### src/rtl/regfile_pkg.sv
// Shared types and constants for the scoreboarded register file.
//   REG_AW     : default register address width for the default register count
//   reg_addr_t : register index type at the default width
//   xlen_t     : register data type at the default width
//   ZERO_REG   : index of the hard-wired zero register
package regfile_pkg;

    localparam int unsigned XLEN_DEF  = 32;
    localparam int unsigned NREGS_DEF = 32;
    localparam int unsigned NREAD_DEF = 2;
    localparam int unsigned REG_AW    = $clog2(NREGS_DEF);

    typedef logic [REG_AW-1:0]   reg_addr_t;
    typedef logic [XLEN_DEF-1:0] xlen_t;

    localparam reg_addr_t ZERO_REG = '0;

endpackage

### src/rtl/reg_busy_table.sv
// Per-register busy scoreboard.
// Ports:
//   clk      : rising-edge clock
//   rst      : synchronous active-high reset, clears every busy bit
//   set_en   : reserve set_idx (issue); wins over a clear of the same index
//   set_idx  : register reserved by issue
//   clr_en   : release clr_idx (writeback)
//   clr_idx  : register released by writeback
//   busy     : current busy bit per register (bit 0 always 0)
//   any_busy : OR of all busy bits
module reg_busy_table
    import regfile_pkg::*;
#(
    parameter int unsigned NREGS = NREGS_DEF
) (
    input  logic                     clk,
    input  logic                     rst,
    input  logic                     set_en,
    input  logic [$clog2(NREGS)-1:0] set_idx,
    input  logic                     clr_en,
    input  logic [$clog2(NREGS)-1:0] clr_idx,
    output logic [NREGS-1:0]         busy,
    output logic                     any_busy
);

    localparam int unsigned AW = $clog2(NREGS);

    logic [NREGS-1:0] busy_q;
    logic [NREGS-1:0] busy_d;

    always_comb begin
        busy_d = busy_q;
        // Clear first so that a same-cycle issue to the same register wins.
        if (clr_en && (clr_idx != AW'(ZERO_REG))) begin
            busy_d[clr_idx] = 1'b0;
        end
        if (set_en && (set_idx != AW'(ZERO_REG))) begin
            busy_d[set_idx] = 1'b1;
        end
        busy_d[0] = 1'b0;
    end

    always_ff @(posedge clk) begin
        if (rst) begin
            busy_q <= '0;
        end else begin
            busy_q <= busy_d;
        end
    end

    assign busy     = busy_q;
    assign any_busy = |busy_q;

endmodule

### src/rtl/regfile_scoreboard.sv
// Multi-read-port integer register file with a per-register busy scoreboard.
// Register 0 reads as zero and is never busy.
// Ports:
//   clk       : rising-edge clock
//   rst       : synchronous active-high reset (clears data and busy bits)
//   ra        : NREAD read addresses
//   rd_data   : NREAD combinational read data
//   rd_busy   : NREAD busy flags (operand not ready)
//   we/wa/wd  : writeback enable, address, data (clears busy)
//   iss_valid : issue strobe, reserves iss_rd (sets busy)
//   iss_rd    : issued destination register
//   any_busy  : OR of all busy bits
// Configuration macro: REGFILE_BYPASS_EN enables write-through forwarding of
// wd to read ports whose address matches wa in the write cycle.
module regfile_scoreboard
    import regfile_pkg::*;
#(
    parameter int unsigned XLEN  = XLEN_DEF,
    parameter int unsigned NREGS = NREGS_DEF,
    parameter int unsigned NREAD = NREAD_DEF
) (
    input  logic                                clk,
    input  logic                                rst,
    input  logic [NREAD-1:0][$clog2(NREGS)-1:0] ra,
    output logic [NREAD-1:0][XLEN-1:0]          rd_data,
    output logic [NREAD-1:0]                    rd_busy,
    input  logic                                we,
    input  logic [$clog2(NREGS)-1:0]            wa,
    input  logic [XLEN-1:0]                     wd,
    input  logic                                iss_valid,
    input  logic [$clog2(NREGS)-1:0]            iss_rd,
    output logic                                any_busy
);

    localparam int unsigned AW = $clog2(NREGS);

    logic [XLEN-1:0]  regs_q [NREGS];
    logic [NREGS-1:0] busy;
    logic             wr_en;

    assign wr_en = we && (wa != AW'(ZERO_REG));

    always_ff @(posedge clk) begin
        if (rst) begin
            for (int i = 0; i < NREGS; i++) begin
                regs_q[i] <= '0;
            end
        end else if (wr_en) begin
            regs_q[wa] <= wd;
        end
    end

    reg_busy_table #(
        .NREGS (NREGS)
    ) u_busy_table (
        .clk      (clk),
        .rst      (rst),
        .set_en   (iss_valid),
        .set_idx  (iss_rd),
        .clr_en   (we),
        .clr_idx  (wa),
        .busy     (busy),
        .any_busy (any_busy)
    );

    always_comb begin
        rd_data = '0;
        rd_busy = '0;
        for (int p = 0; p < NREAD; p++) begin
            if (ra[p] != AW'(ZERO_REG)) begin
                rd_data[p] = regs_q[ra[p]];
                rd_busy[p] = busy[ra[p]];
`ifdef REGFILE_BYPASS_EN
                // Forward the writeback in flight; wr_en already excludes register 0.
                if (wr_en && (wa == ra[p])) begin
                    rd_data[p] = wd;
                    rd_busy[p] = 1'b0;
                end
`endif
            end
        end
    end

endmodule

### config.mk
export PLATFORM = sky130hd
export DESIGN_NAME = regfile_scoreboard
export DESIGN_NICKNAME = d
export VERILOG_FILES = /design/src/rtl/regfile_pkg.sv /design/src/rtl/reg_busy_table.sv /design/src/rtl/regfile_scoreboard.sv
export SDC_FILE = /design/constraint.sdc
export NUM_CORES = 2
export LEC_CHECK = 0
export ABC_CLOCK_PERIOD_IN_PS = 5800
export CAP_MARGIN = 20
export CELL_PAD_IN_SITES_DETAIL_PLACEMENT = 1
export CELL_PAD_IN_SITES_GLOBAL_PLACEMENT = 1
export CORE_MARGIN = 8
export CORE_UTILIZATION = 58
export CTS_CLUSTER_DIAMETER = 150
export DETAILED_ROUTE_END_ITERATION = 8
export GPL_TIMING_DRIVEN = 0
export PLACE_DENSITY_LB_ADDON = 0.08
export SETUP_SLACK_MARGIN = 0.3
export SYNTH_ARGS = -nofsm -noshare
export SYNTH_HDL_FRONTEND = slang
export SYNTH_SLANG_ARGS = --single-unit
export TNS_END_PERCENT = 5
### constraint.sdc
create_clock -name clk -period 5.8 [get_ports clk]
set_clock_uncertainty 0.15 [all_clocks]
set_input_delay 0.87 -clock clk [delete_from_list [all_inputs] [get_ports clk]]
set_output_delay 0.87 -clock clk [all_outputs]
set_load 0.05 [all_outputs]
======== Word-level counts from Yosys, hierarchy flattened ========
Memories as Yosys holds them, arrays and structs flattened.
Index checks and enable logic that the tools add are counted.
word-level totals
  logic and storage cells ................. 44
  memories kept ........................... 1
  RAM bits ................................ 1024
  output and inout port bits .............. 67
  flip-flop bits (word level) ............. 32
  input port bits ......................... 56
cells by class
  mux-type cells .......................... 22
  bitwise gates (word level) .............. 3
  reductions and logical operators ........ 10
  $lt $le $gt $ge ......................... 6
memory list
  memory  words  bits a word  read ports  clocked after Yosys merged registers in  write ports  line                      text
  regs_q  32     32           2           0                                        32           regfile_scoreboard.sv:37  logic [XLEN-1:0] regs_q [NREGS];
operators by type and width
  operator                                                           count
  2-to-1 mux 32 bit                                                  5
  OR reduction 32 bit                                                2
  bitwise AND 32 bit                                                 1
  inverter 32 bit                                                    1
  OR 32 bit                                                          1
  less-than comparator 5 x 6 -> 1 bit, second input constant         4
  nonzero test 5 bit                                                 4
  2-to-1 mux 1 bit                                                   12
  binary-select mux 1 bit (select 5 bit)                             2
  demux 1 bit (select 5 bit)                                         2
  greater-or-equal comparator 5 x 1 -> 1 bit, second input constant  2
  2-to-1 mux 5 bit                                                   1
  logical AND 1 bit                                                  4

======== Longest topological paths before layout ========
  word-level depth ........................ 9
  gate-level depth with buffers ........... 8
  gate-level depth less buffers ........... 4

======== Cells and area by module ========
Synthesis repeated with hierarchy kept, for this count alone.
unflattened totals
  cells, all modules ...................... 3859
  area, all modules ....................... 56406.6 um^2
modules (own cells, without submodules)
  module              cells each  area an instance (um^2)  sequential area each (um^2)  times used
  regfile_scoreboard  3690        54997.7                  30749.5                      1
  reg_busy_table      169         1408.9                   620.6                        1

======== Worst setup path after synthesis ========
OpenSTA, ideal clock, no wires.
  path kind ............................... in2out
  from .................................... input ra[6] (netlist bit)
  to ...................................... output rd_data[34] (netlist bit)
  stages on the path ...................... 8
  path buffers ............................ 4
  data arrival time ....................... 3.156 ns
  setup slack ............................. 1.624 ns
  data required time ...................... 4.780 ns
  cells stage by stage .................... buf_6 buf_12 nor2b_4 buf_6 buf_6 a221oi_2 o21ai_1 a311oi_1
RTL lines
  item         line                      text
  from (decl)  regfile_scoreboard.sv:24  input logic [NREAD-1:0][$clog2(NREGS)-1:0] ra,
  to (decl)    regfile_scoreboard.sv:25  output logic [NREAD-1:0][XLEN-1:0] rd_data,

==> run metrics <==
outcome=finished with violations; failing checks=negative setup slack; area of the multi-input gates=23920 µm²; Port-buffer cells=between 100 and 150; Seq cells post-synth=1055; Worst-Skew Late Latency=0.73 ns; gr busiest metal=met2; commonest non-fill, non-tap cells in the layout=edfxtp_1 (1024), and2_1 (994), mux4_2 (353), clkbuf_1 (258), mux2i_1 (132); CP max-delay cell=clkdlybuf4s50_1; hold buffer count at cts=0; Worst Setup Start Kind=primary input; ANT nets after route=0; DRC Markers=0; Post-synth EDFFs=between 1000 and 1500; M3 GR Usage=16.21%; share of cells above drive strength 1=21.30%; Die H=330.7 µm; Hold Crit Start=u_busy_table.busy[24]$_SDFF_PP0_; Max FO, Critical Path=10; final core utilization=65.78%; HP Class=reg2reg; total negative slack=-0.7144 ns; sequential-to-total area share from yosys stat=54.62%; Netlist Area Pre-Place=between 50000 and 60000 µm²; Critical Path AT=between 4 and 5 ns; crit path cell chain=clkdlybuf4s50_1, buf_2, nor2b_1, clkbuf_1, buf_2, a22oi_1, a311oi_2, dlygate4sd2_1; DIE WIDTH=330.7 µm; Top cell by count, worst path=buf_2; fin crit share=102.8%; total number of H-tree levels=3; GP Congestion=0.9747; vias in the first global route=around 43000; Crit Path Class=in2out; Placed Cells=5288; register area=31370 µm²; Max Clk Rate=167.7 MHz; met1 Use GR=54.34%; die area=109300 µm²; drt wl/cell=45.06 µm; total power=19.23 mW; syn avg cell area=15.03 µm²; actual slew at the worst max-slew pin=about 1.3 ns; Bufs and invs on worst path=5; Slew Limit Headroom=12.31%; Post-Route WL=247800 µm; top_reg_cell synth=edfxtp_1; Synth async-reset ratio=0%; Slew Viols, Final=0; CTS clk-pin slew, worst paths=0.06 ns; delay-heaviest family, CP=buffers and inverters; non-filler cells, final=5500; synth unique cells=between 50 and 60; critical path endpoint category=output port; RSZ-0062 raised after global routing=true; grt ovf=0; Vias per Instance=between 7 and 8; # IOs=123; CTS max path bufs=3; post-layout min period=5.962 ns; # setup viols final=10; maximum vdd ir drop=between 0.3 and 0.4 mV; CORE AREA=98280 µm²; dpl hpwl=between 150000 and 200000 µm; Yosys warning total=0; root buffer cell=clkbuf_16; CTS sink cnt=1055; Final Net Count=4172; CTS tree=built; met2 usage=65.41%; initial drt markers=7929; Hold Vio Cnt, Final=0; Final WS setup=-0.1619 ns; Critical path origin=ra[8]; worst r2r src=u_busy_table.busy[25]$_SDFF_PP0_; initial antenna violation count=11; TritonRoute pass-1 iters=7; initial cell density of the core=between 50% and 60%; via count=42330; global-route wire length before repair=336600 µm; slowest stage delay, CP=0.73 ns; P&R area growth vs syn=12.55%; commonest non-fill, non-tap cell in the layout=edfxtp_1; Tot GR Track Use=44.94%; Max Cap Viol=0; power density cells=297.5 nW/µm²; fillers=8826; largest net degree at the start of global routing=33; Leakage=22.59 nW; # rows=115; Syn Inst Count=3821; Req. time, crit path=4.78 ns; cts bufs inserted=113
==> layout make-up <==
cell class / count / area share, %
repair buffers: 149 / 2.791
inverters: 36 / 0.2090
flip-flops and latches: 1055 / 48.53
multi-input cells: 2350 / 37.01
diodes: 7 / 0.02710
well taps: 1287 / 2.491
clock buffers: 154 / 4.823
plain buffers: 411 / 3.484
clock inverters: 51 / 0.6368
==> through the flow <==
step | cell area (µm²) | worst slack (ns) | hold WS, ns
6_report | 64640 | -0.1619 | 0.3595
5_1_grt | 64620 | 0.04193 | 0.3888
4_1_cts | 64620 | 0.1975 | 0.3555
3_5_place_dp | 61050 | -0.3025 | 0.3467
3_3_place_gp | 60280 | -0.2819 | 0.3343
2_1_floorplan | 57550 | 1.624 | 0.3145
==> metal layers <==
metal | up-vias | wire, µm
li1 | 15430 | -
met2 | 4418 | 105200
met1 | 21330 | 79030
met4 | 2 | 24840
met5 | - | 13
met3 | 1148 | 38700
==> cell usage after synthesis, types with 43 or more instances <==
cell,number,share of area [%]
edfxtp_1,1024,54
o21ai_1,67,0.58
clkbuf_1,231,1.5
o21ai_0,61,0.53
buf_6,55,1.1
a22oi_1,66,0.86
mux2_2,68,1.3
buf_2,72,0.63
mux4_1,107,4.9
and2_1,994,11
a221oi_2,43,1.1
nand2_1,52,0.34
a311oi_1,66,1.0
mux4_2,353,14
mux2i_1,132,2.3
a211oi_1,64,0.84
nor2b_1,67,0.73
==> worst register-to-register path, stage by stage, from the launching register on <==
cell and delay [ns]:
dfxtp_1 0.41, inv_1 0.06, o22ai_1 0.20
==> report_power, final <==
part           switching (mW)  internal, mW
logic                    1.93          1.04
clock network            3.23          4.00
registers               0.246          8.78
==> cell families (layout without fill, tap and decap cells) <==
kind of cell	Yosys count	in the layout	share of synthesized area [%]
DFF	1055	1055	54.62
and+or+nand+nor	1216	1216	12.93
muxes	660	660	22.37
AOI/OAI and AO/OA	442	442	5.941
buffers and inverters	447	801	4.135
other	1	39	0.006529
==> timing repair <==
item	CTS	global route
buffers inserted	0	0
pin swaps	0	0
hold endpoints to repair	0	0
endpoints found under the setup margin	54	29
resized for setup	60	1
==> flip-flops by register name, summed over array words and instances (netlist names) <==
signal,cells
regs_q,1024
u_busy_table.busy,31
==> worst paths after layout <==
check             slack (ns)  depth (start not counted)                          endpoint
setup / recovery       -0.16                          8                       rd_data[46]
hold / removal          0.36                          2  u_busy_table.busy[24]$_SDFF_PP0_
setup reg to reg        4.90                          2  u_busy_table.busy[25]$_SDFF_PP0_
hold reg to reg         0.36                          2  u_busy_table.busy[24]$_SDFF_PP0_
Note: power is estimated with default switching activity, not from simulation.
